--- src/rtl/clkgen_div_multi.sv ---
// Multi-channel integer clock divider with a post-reset lock delay, phase-aligned start
// and glitch-free runtime ratio updates through a valid/ready configuration port.
module clkgen_div_multi #(
  parameter int NumCh = 3,
  parameter int DivW = 8,
  parameter logic [NumCh*DivW-1:0] DefDiv = {8'd5, 8'd3, 8'd2},
  parameter int LockCycles = 64,
  localparam int ChW = (NumCh > 1) ? $clog2(NumCh) : 1
) (
  input  logic             board_clk_i,
  input  logic             RESETn_i,
  input  logic [NumCh-1:0] ch_en_i,
  input  logic             cfg_valid_i,
  output logic             cfg_ready_o,
  input  logic [ChW-1:0]   cfg_ch_i,
  input  logic [DivW-1:0]  cfg_div_i,
  output logic             cfg_err_o,
  output logic [NumCh-1:0] clk_o,
  output logic [NumCh-1:0] clk_pulse_o,
  output logic             locked_o
);

  localparam int LockW = (LockCycles > 1) ? $clog2(LockCycles) : 1;
  localparam logic [LockW-1:0] LockLast = LockW'(LockCycles - 1);
  localparam logic [ChW:0] NumChW = (ChW + 1)'(NumCh);
  localparam logic [DivW-1:0] MinDiv = DivW'(2);

  typedef enum logic {LOCKING, LOCKED} lockState_t;
  typedef enum logic {STOP, RUN} chState_t;

  lockState_t       r_lockState, w_lockStateNext;
  logic [LockW-1:0] r_lockCnt, w_lockCntNext;
  logic             w_locked;

  chState_t         r_chState [NumCh];
  chState_t         w_chStateNext [NumCh];
  logic [DivW-1:0]  r_cnt [NumCh];
  logic [DivW-1:0]  w_cntNext [NumCh];
  logic [DivW-1:0]  r_div [NumCh];
  logic [DivW-1:0]  w_divNext [NumCh];
  logic [DivW:0]    w_half [NumCh];
  logic [NumCh-1:0] w_last;

  logic [NumCh-1:0] r_clk, w_clkNext;
  logic [NumCh-1:0] r_pulse, w_pulseNext;
  logic             r_pend, w_pendNext;
  logic [ChW-1:0]   r_pendCh, w_pendChNext;
  logic [DivW-1:0]  r_pendDiv, w_pendDivNext;
  logic             r_ready;
  logic             r_err, w_errNext;
  logic             w_xfer, w_cfgLegal;

  always_ff @(posedge board_clk_i or negedge RESETn_i) begin
    if (!RESETn_i) begin
      r_lockState <= LOCKING;
      r_lockCnt   <= '0;
    end else begin
      r_lockState <= w_lockStateNext;
      r_lockCnt   <= w_lockCntNext;
    end
  end

  always_comb begin
    w_lockStateNext = r_lockState;
    w_lockCntNext   = r_lockCnt;
    if (r_lockState == LOCKING) begin
      if (r_lockCnt == LockLast) w_lockStateNext = LOCKED;
      else w_lockCntNext = r_lockCnt + LockW'(1);
    end
  end

  assign w_locked = (r_lockState == LOCKED);

  // High phase is ceil(N/2); one extra bit keeps N = 2**DivW-1 from wrapping.
  for (genvar g = 0; g < NumCh; g++) begin : g_ch
    assign w_half[g] = ({1'b0, r_div[g]} + {{DivW{1'b0}}, 1'b1}) >> 1;
    assign w_last[g] = (r_cnt[g] == r_div[g] - DivW'(1));
  end

  assign w_xfer     = cfg_valid_i & r_ready;
  assign w_cfgLegal = (cfg_div_i >= MinDiv) && ({1'b0, cfg_ch_i} < NumChW);

  always_comb begin
    w_pendNext    = r_pend;
    w_pendChNext  = r_pendCh;
    w_pendDivNext = r_pendDiv;
    w_errNext     = 1'b0;
    w_clkNext     = '0;
    w_pulseNext   = '0;
    for (int c = 0; c < NumCh; c++) begin
      w_chStateNext[c] = r_chState[c];
      w_cntNext[c]     = r_cnt[c];
      w_divNext[c]     = r_div[c];
      case (r_chState[c])
        STOP: if (w_locked && ch_en_i[c]) w_chStateNext[c] = RUN;
        RUN: begin
          w_clkNext[c]   = ({1'b0, r_cnt[c]} < w_half[c]);
          w_pulseNext[c] = (r_cnt[c] == '0);
          // Ratio changes and stop requests only ever land on the last cycle of a period.
          if (w_last[c]) begin
            w_cntNext[c] = '0;
            if (!ch_en_i[c]) w_chStateNext[c] = STOP;
            if (r_pend && (r_pendCh == ChW'(c))) begin
              w_divNext[c] = r_pendDiv;
              w_pendNext   = 1'b0;
            end
          end else begin
            w_cntNext[c] = r_cnt[c] + DivW'(1);
          end
        end
        default: w_chStateNext[c] = STOP;
      endcase
    end
    if (w_xfer) begin
      if (!w_cfgLegal) begin
        w_errNext = 1'b1;
      end else begin
        for (int c = 0; c < NumCh; c++) begin
          if (cfg_ch_i == ChW'(c)) begin
            if (r_chState[c] == STOP) begin
              w_divNext[c] = cfg_div_i;
            end else begin
              w_pendNext    = 1'b1;
              w_pendChNext  = cfg_ch_i;
              w_pendDivNext = cfg_div_i;
            end
          end
        end
      end
    end
  end

  always_ff @(posedge board_clk_i or negedge RESETn_i) begin
    if (!RESETn_i) begin
      for (int c = 0; c < NumCh; c++) begin
        r_chState[c] <= STOP;
        r_cnt[c]     <= '0;
        r_div[c]     <= DefDiv[c*DivW +: DivW];
      end
      r_clk     <= '0;
      r_pulse   <= '0;
      r_pend    <= 1'b0;
      r_pendCh  <= '0;
      r_pendDiv <= '0;
      r_ready   <= 1'b0;
      r_err     <= 1'b0;
    end else begin
      for (int c = 0; c < NumCh; c++) begin
        r_chState[c] <= w_chStateNext[c];
        r_cnt[c]     <= w_cntNext[c];
        r_div[c]     <= w_divNext[c];
      end
      r_clk     <= w_clkNext;
      r_pulse   <= w_pulseNext;
      r_pend    <= w_pendNext;
      r_pendCh  <= w_pendChNext;
      r_pendDiv <= w_pendDivNext;
      r_ready   <= !w_pendNext;
      r_err     <= w_errNext;
    end
  end

  assign clk_o       = r_clk;
  assign clk_pulse_o = r_pulse;
  assign cfg_ready_o = r_ready;
  assign cfg_err_o   = r_err;
  assign locked_o    = w_locked;

endmodule
--- config.mk ---
export PLATFORM = sky130hd
export DESIGN_NAME = clkgen_div_multi
export DESIGN_NICKNAME = d
export VERILOG_FILES = /design/src/rtl/clkgen_div_multi.sv
export SDC_FILE = /design/constraint.sdc
export NUM_CORES = 1
export LEC_CHECK = 0
export ABC_CLOCK_PERIOD_IN_PS = 3800
export CORE_ASPECT_RATIO = 1.2
export CORE_MARGIN = 5
export CORE_UTILIZATION = 45
export CTS_CLUSTER_SIZE = 30
export DETAILED_ROUTE_END_ITERATION = 10
export PLACE_DENSITY = 0.64
export SYNTH_ARGS = -nofsm -noshare
export SYNTH_HDL_FRONTEND = slang
export SYNTH_SLANG_ARGS = --single-unit
--- constraint.sdc ---
create_clock -name board_clk_i -period 3.8 [get_ports board_clk_i]
set_clock_uncertainty 0.2 [all_clocks]
set_input_delay 0.57 -clock board_clk_i [delete_from_list [all_inputs] [get_ports board_clk_i]]
set_output_delay 0.57 -clock board_clk_i [all_outputs]
set_load 0.02 [all_outputs]
# --- After elaboration in Yosys (flattened, before gate mapping) ---
# Cells that the tools add are included.
word_totals:
  latchBits: 0
  mem_count: 0
  rom_bits: 0
  ff_bits: 77
  ram_bits: 0
  inputBits: 16
  word_cells: 133
op_classes:
  n_div: 0
  n_bitwise: 6
  shifts: 0
  eq_ne: 8
  mul: 0
  magnitude_cmp: 5
  reduce_logical: 15
  n_addsub: 10
  muxes: 71
op_table:
  columns: ["cell", "count"]
  rows:
  - ["two-way mux 8 bit", 24]
  - ["two-way mux 24 bit", 2]
  - ["two-way mux 1 bit", 36]
  - ["adder 8 x 1 -> 9 bit, second input constant", 3]
  - ["adder 8 x 1 -> 8 bit, second input constant", 3]
  - ["== test 8 bit", 3]
  - ["zero test 8 bit", 3]
  - ["< comparator 8 bit", 3]
  - ["subtractor 8 x 1 -> 8 bit, second input constant", 3]
  - ["two-way mux 2 bit", 6]
  - ["greater-or-equal comparator 8 x 2 -> 1 bit, second input constant", 1]
  - ["logical AND 1 bit", 7]
  - ["adder 6 x 1 -> 6 bit, second input constant", 1]
  - ["== test 6 bit, second input constant", 1]
  - ["one-hot mux 1 bit (2 select lines)", 3]
  - ["inverter 1 bit", 5]
  - ["== test 2 x 1 -> 1 bit, second input constant", 2]
  - ["== test 2 bit, second input constant", 2]
  - ["zero test 2 bit", 2]
  - ["AND reduction 2 bit", 2]
  - ["< comparator 2 bit, second input constant", 1]
  - ["bitwise AND 1 bit", 1]
  - ["zero test 1 bit", 1]

# --- Longest topological paths before layout ---
logic_depth:
  depth_word: 20
  depth_mapped: 11
  ltp_nobuf: 9

# --- Worst setup path after synthesis ---
# Ideal clock, no wire load.
synth_timing:
  path_kind: "register to register"
  startpoint: "reg r_div[16] in the netlist's numbering"
  endpoint: "reg r_div[16] in the netlist's numbering"
  synth_period_minus_slack_ps: 2838
  slack_ps: 962
  t_arrival_ps: 2500
  path_stages_with_launch: 11
  setup_ps: 137
  cell_sequence: "dfrtp_1 -> clkbuf_1 -> inv_1 -> ha_1 -> xor2_1 -> o211ai_1 -> or3_1 -> a211oi_1 -> nand4_1 -> mux2i_1 -> a21oi_1"
synth_lines:
  columns: ["item", "line_no", "rtl"]
  rows:
  - ["start, declared", "39", "logic [DivW-1:0] r_div [NumCh];"]
  - ["start signal, assigned by index", "138", "r_div[c] <= DefDiv[c*DivW +: DivW];"]
  - ["start signal, assigned by index", "151", "r_div[c] <= w_divNext[c];"]

# --- Worst setup path in the final report ---
layout_timing:
  startpoint: "in cfg_div_i[4]"
  endpoint: "reg r_pendDiv[4]"
layout_via:
  elab_chain_cells: 6
  elab_cells_between_ends: 9
  classes_between: "1 x order compare; 6 x mux; 2 x reduce/logical"
layout_rtl:
  columns: ["item", "line_no", "rtl"]
  rows:
  - ["start, declared", "16", "input logic [DivW-1:0] cfg_div_i,"]
  - ["parallel branches: the longest is 6 deep, another holds greater-or-equal comparator 8 x 2 -> 1 bit", null, null]
  - ["end signal, assigned", "157", "r_pendDiv <= w_pendDivNext;"]
  - ["end, declared", "48", "logic [DivW-1:0] r_pendDiv, w_pendDivNext;"]
# Several ways; the timed one is not identified.
# A chain may end at the register's enable or synchronous reset.

==> flow_summary.rst <==
.. list-table::
   :header-rows: 1

   * - Metric
     - Value
   * - Run status
     - finished clean
   * - Clock sink total
     - 77
   * - Leakage power of the design
     - 0.00274 uW
   * - Pin count of the biggest net entering global routing
     - 78
   * - Max VDD drop
     - 0.000222 V
   * - Total length of routed wires
     - 11,500 um
   * - TritonCTS Buffers
     - 9
   * - Crit path kind
     - in2reg
   * - Logic pwr share
     - 18.2%
   * - Most repeated cell in the gate-level netlist after synthesis
     - dfrtp_1
   * - Total Routing Usage GR
     - 17.8%
   * - Die boundary height
     - 128 um
   * - Antenna violations before repair
     - 0
   * - Layout filler cell count
     - 1,088
   * - TNS Setup
     - 0 ns
   * - Count of nets left with antenna violations after detail routing
     - 0
   * - Worst Tran Pin Value
     - 0.987 ns
   * - Yosys top cell by area
     - dfrtp_1
   * - Setup repair after global routing missed its margin
     - false
   * - Most used flip-flop cell after synthesis
     - dfrtp_1
   * - Ports placed on the boundary
     - 25
   * - Final RePlAce weighted congestion
     - 0.862
   * - Setup fix buffers added after clock tree synthesis
     - 0
   * - Number of instances in the synthesized netlist
     - 563
   * - Final HPWL DP
     - 8350 um
   * - Synth Cell Area
     - 5180 um^2
   * - Main combinational cell family by area after synthesis
     - simple AND/OR/NAND/NOR gates
   * - Synth warn
     - 0
   * - Power density of the placed cells
     - 390 nW/um^2
   * - Number of hold buffers added after cts
     - 0
   * - CP most frequent cell
     - or4_1
   * - Post-synthesis xor/xnor area fraction
     - 11.1%
   * - Setup slack of the most critical reg-to-reg path
     - 0.77 ns
   * - Worst min-delay path class
     - in2async
   * - Clock share of power
     - 38.9%
   * - Max-capacitance violation count
     - 0
   * - Longest individual stage delay on the worst path
     - 0.57 ns
   * - Startpoint class of the critical path
     - primary input
   * - Final Total Pwr
     - 2260 uW
   * - Highest net fanout along the worst path
     - 9
   * - Ordered cell list for the critical path
     - clkdlybuf4s50_1 -> or4_1 -> or4_1 -> nand3_1 -> nand2b_1 -> mux2_2
   * - Total number of placement rows
     - 43
   * - Synth area leaders
     - dfrtp_1 (35%), ha_1 (8.2%), xnor2_1 (5.9%)
   * - Critical path capture point type
     - flip-flop
   * - Nets@finish
     - 617
   * - Switching pwr
     - 642 uW
   * - Clock Tree Buf Depth
     - 2
   * - Master cell of the clock root buffer
     - clkbuf_16
   * - PortBufs
     - 24
   * - Total via count in the routed design
     - 3,947
   * - Compound-Gate Fraction of Synth Area
     - 12.2%
   * - Number of H-tree branching levels
     - 3
   * - Fraction of the yosys area taken by sequential cells
     - 37.3%
   * - Multiplexer area fraction after synthesis
     - 7.36%
   * - Async S/R FF share, synth
     - 100%
   * - Adder-cell area share of the yosys netlist
     - 8.20%
   * - Critical-path cell with the highest stage delay
     - or4_1
   * - Synth cell count leaders
     - dfrtp_1 (72), nor2_1 (62), a21oi_1 (36)
   * - Growth of design area from synthesis to finish
     - 11.7%
   * - Number of synthesized register bits
     - 77
   * - Count of cells resized by post-cts repair
     - 0
   * - Relative slew slack
     - 34.2%
   * - Syn_area_per_cell
     - 9.21 um^2
   * - Die Footprint
     - 13,800 um^2
   * - DRC violations left
     - 0
   * - Via count of the first global-routing pass
     - 4,015
   * - Maximum operating frequency
     - 329 MHz
   * - Slew Limit Fails
     - 0
   * - Proportion of netlist area held by the largest area contributor
     - 34.7%
   * - Clock network latency to the later pin of the worst-skew pair
     - 0.33 ns
   * - Number of violations reported at the end of detailed-routing iteration 0
     - 157
   * - Clock transition at the register clock pins on the worst setup and hold paths after CTS
     - 0.06 ns
   * - Data arrival time of the critical path
     - 3.05 ns
   * - Effective utilization at floorplan
     - 45.5%
   * - Post-Synthesis Net Count
     - 613
   * - Fraction of power spent switching nets
     - 28.4%
   * - Core box area
     - 11,400 um^2
   * - Detail-routed net length per standard cell
     - 15.7 um
   * - DR pass1 iterations
     - 4
   * - Final hold viol count
     - 0
   * - Horizontal extent of the die
     - 108 um
   * - Vias per Instance
     - 5.41
   * - Internal power
     - 1620 uW
   * - Post-synth EDFFs
     - 0
   * - Post-route clock period utilization
     - 79.9%
   * - Basic-gate share of the synthesized area counting and, or, nand and nor cells
     - 19.1%
   * - Endpoint required time on the critical path
     - 3.82 ns
   * - Fraction of layout instances using a drive strength above 1
     - 8.22%
   * - Distinct cells, synth
     - 54
   * - Clock tree from TritonCTS
     - yes
   * - Part of the power in registers
     - 42.9%
   * - Setup violation total in the final timing report
     - 0
   * - # diodes
     - 0
   * - First-pass GRT wire length
     - 19,600 um
   * - Layout Utilization
     - 50.8%
   * - Remaining global-route overflow
     - 0
   * - Post-route minimum period
     - 3.04 ns
==> power groups by stage <==
| stage | clock, uW | sequential, uW | combinational (uW) |
|---|---|---|---|
| 4_1_cts | 899 | 968 | 417 |
| 6_report | 879 | 969 | 411 |
| 3_3_place_gp | 0 | 979 | 395 |
| 3_5_place_dp | 0 | 983 | 410 |
| 5_1_grt | 935 | 980 | 468 |
| 2_1_floorplan | 0 | 907 | 382 |
==> flip-flops by register name, indices dropped and copies added, names as in the netlist, 2 cells and up <==
register,cells
r_div,24
r_pendDiv,8
r_cnt,24
clk_pulse_o,3
r_pendCh,2
r_chState,3
clk_o,3
r_lockCnt,6
==> cells by family (layout without fill, tap and decap cells) <==
family          after synthesis  in the layout
fa+ha+maj                    34             34
mux                          37             37
compound gates               97             97
xor+xnor                     66             66
simple gates                192            192
buf+inv                      60             69
flops                        77             77
==> per-layer routing <==
metal / global-route usage (%) / wire (um)
met5: 0 / 0
met3: 3.28 / 244
met4: 6.91 / 123
met1: 21.9 / 5090
met2: 30.7 / 6010
==> worst paths after layout <==
check | start | cells after the start | to
max in group asynchronous | RESETn_i | 1 | r_cnt[8]
max | cfg_div_i[4] | 6 | r_pendDiv[4]
max reg2reg | r_div[17] | 9 | r_cnt[16]
min | RESETn_i | 1 | clk_o[0]
min in group board_clk_i | r_lockCnt[5] | 1 | r_lockCnt[5]
min reg2reg | r_lockCnt[5] | 1 | r_lockCnt[5]
==> placed cells by master, fill, tap and decap left out, types with 3 or more instances in the layout <==
cell type	Yosys	layout
a211oi_1	5	5
a21o_1	14	14
a21oi_1	36	36
a21oi_2	8	8
a22o_1	3	3
and2_1	3	3
and3_1	4	4
and4_1	4	4
buf_4	0	3
clkbuf_16	0	9
clkdlybuf4s50_1	0	23
dfrtp_1	72	72
dfstp_2	5	5
ha_1	34	34
inv_1	27	27
mux2_2	9	9
mux2i_1	28	28
nand2_1	31	31
nand2b_1	8	8
nand3_1	22	22
nand4_1	12	12
nor2_1	62	62
nor2b_1	4	4
nor3_1	11	11
nor4_1	4	4
nor4b_1	3	3
o21ai_0	11	11
o22ai_1	5	5
or2_2	5	5
or4_1	7	7
xnor2_1	35	35
xor2_1	31	31
==> through the flow <==
| stage | hold WS, ns | instance area, um^2 | std cells | setup WS [ns] |
|---|---|---|---|---|
| floorplan | 0.0744 | 5180 | 563 | 0.962 |
| global placement | 0.253 | 5490 | 713 | 0.462 |
| detailed placement | 0.255 | 5490 | 713 | 0.417 |
| CTS | 0.244 | 5790 | 729 | 0.743 |
| global route | 0.278 | 5790 | 729 | 0.580 |
| finish | 0.195 | 5790 | 729 | 0.764 |
==> worst max-delay path: cells and delay by family <==
family / cells / cell delay (ns)
buffers and inverters: 1 / 0.49
muxes: 1 / 0.38
and+or+nand+nor: 4 / 1.60
==> cell type report <==
cell class | instances | area, um^2 | share of cell area [%]
clock buffer | 13 | 260 | 4.49
clock inverter | 3 | 43.8 | 0.756
inverter | 27 | 101 | 1.75
multi-input combinational | 426 | 3010 | 51.9
sequential | 77 | 1930 | 33.4
tap | 157 | 196 | 3.39
timing repair buffer | 26 | 253 | 4.36
Power figures use the tool's default switching activity.
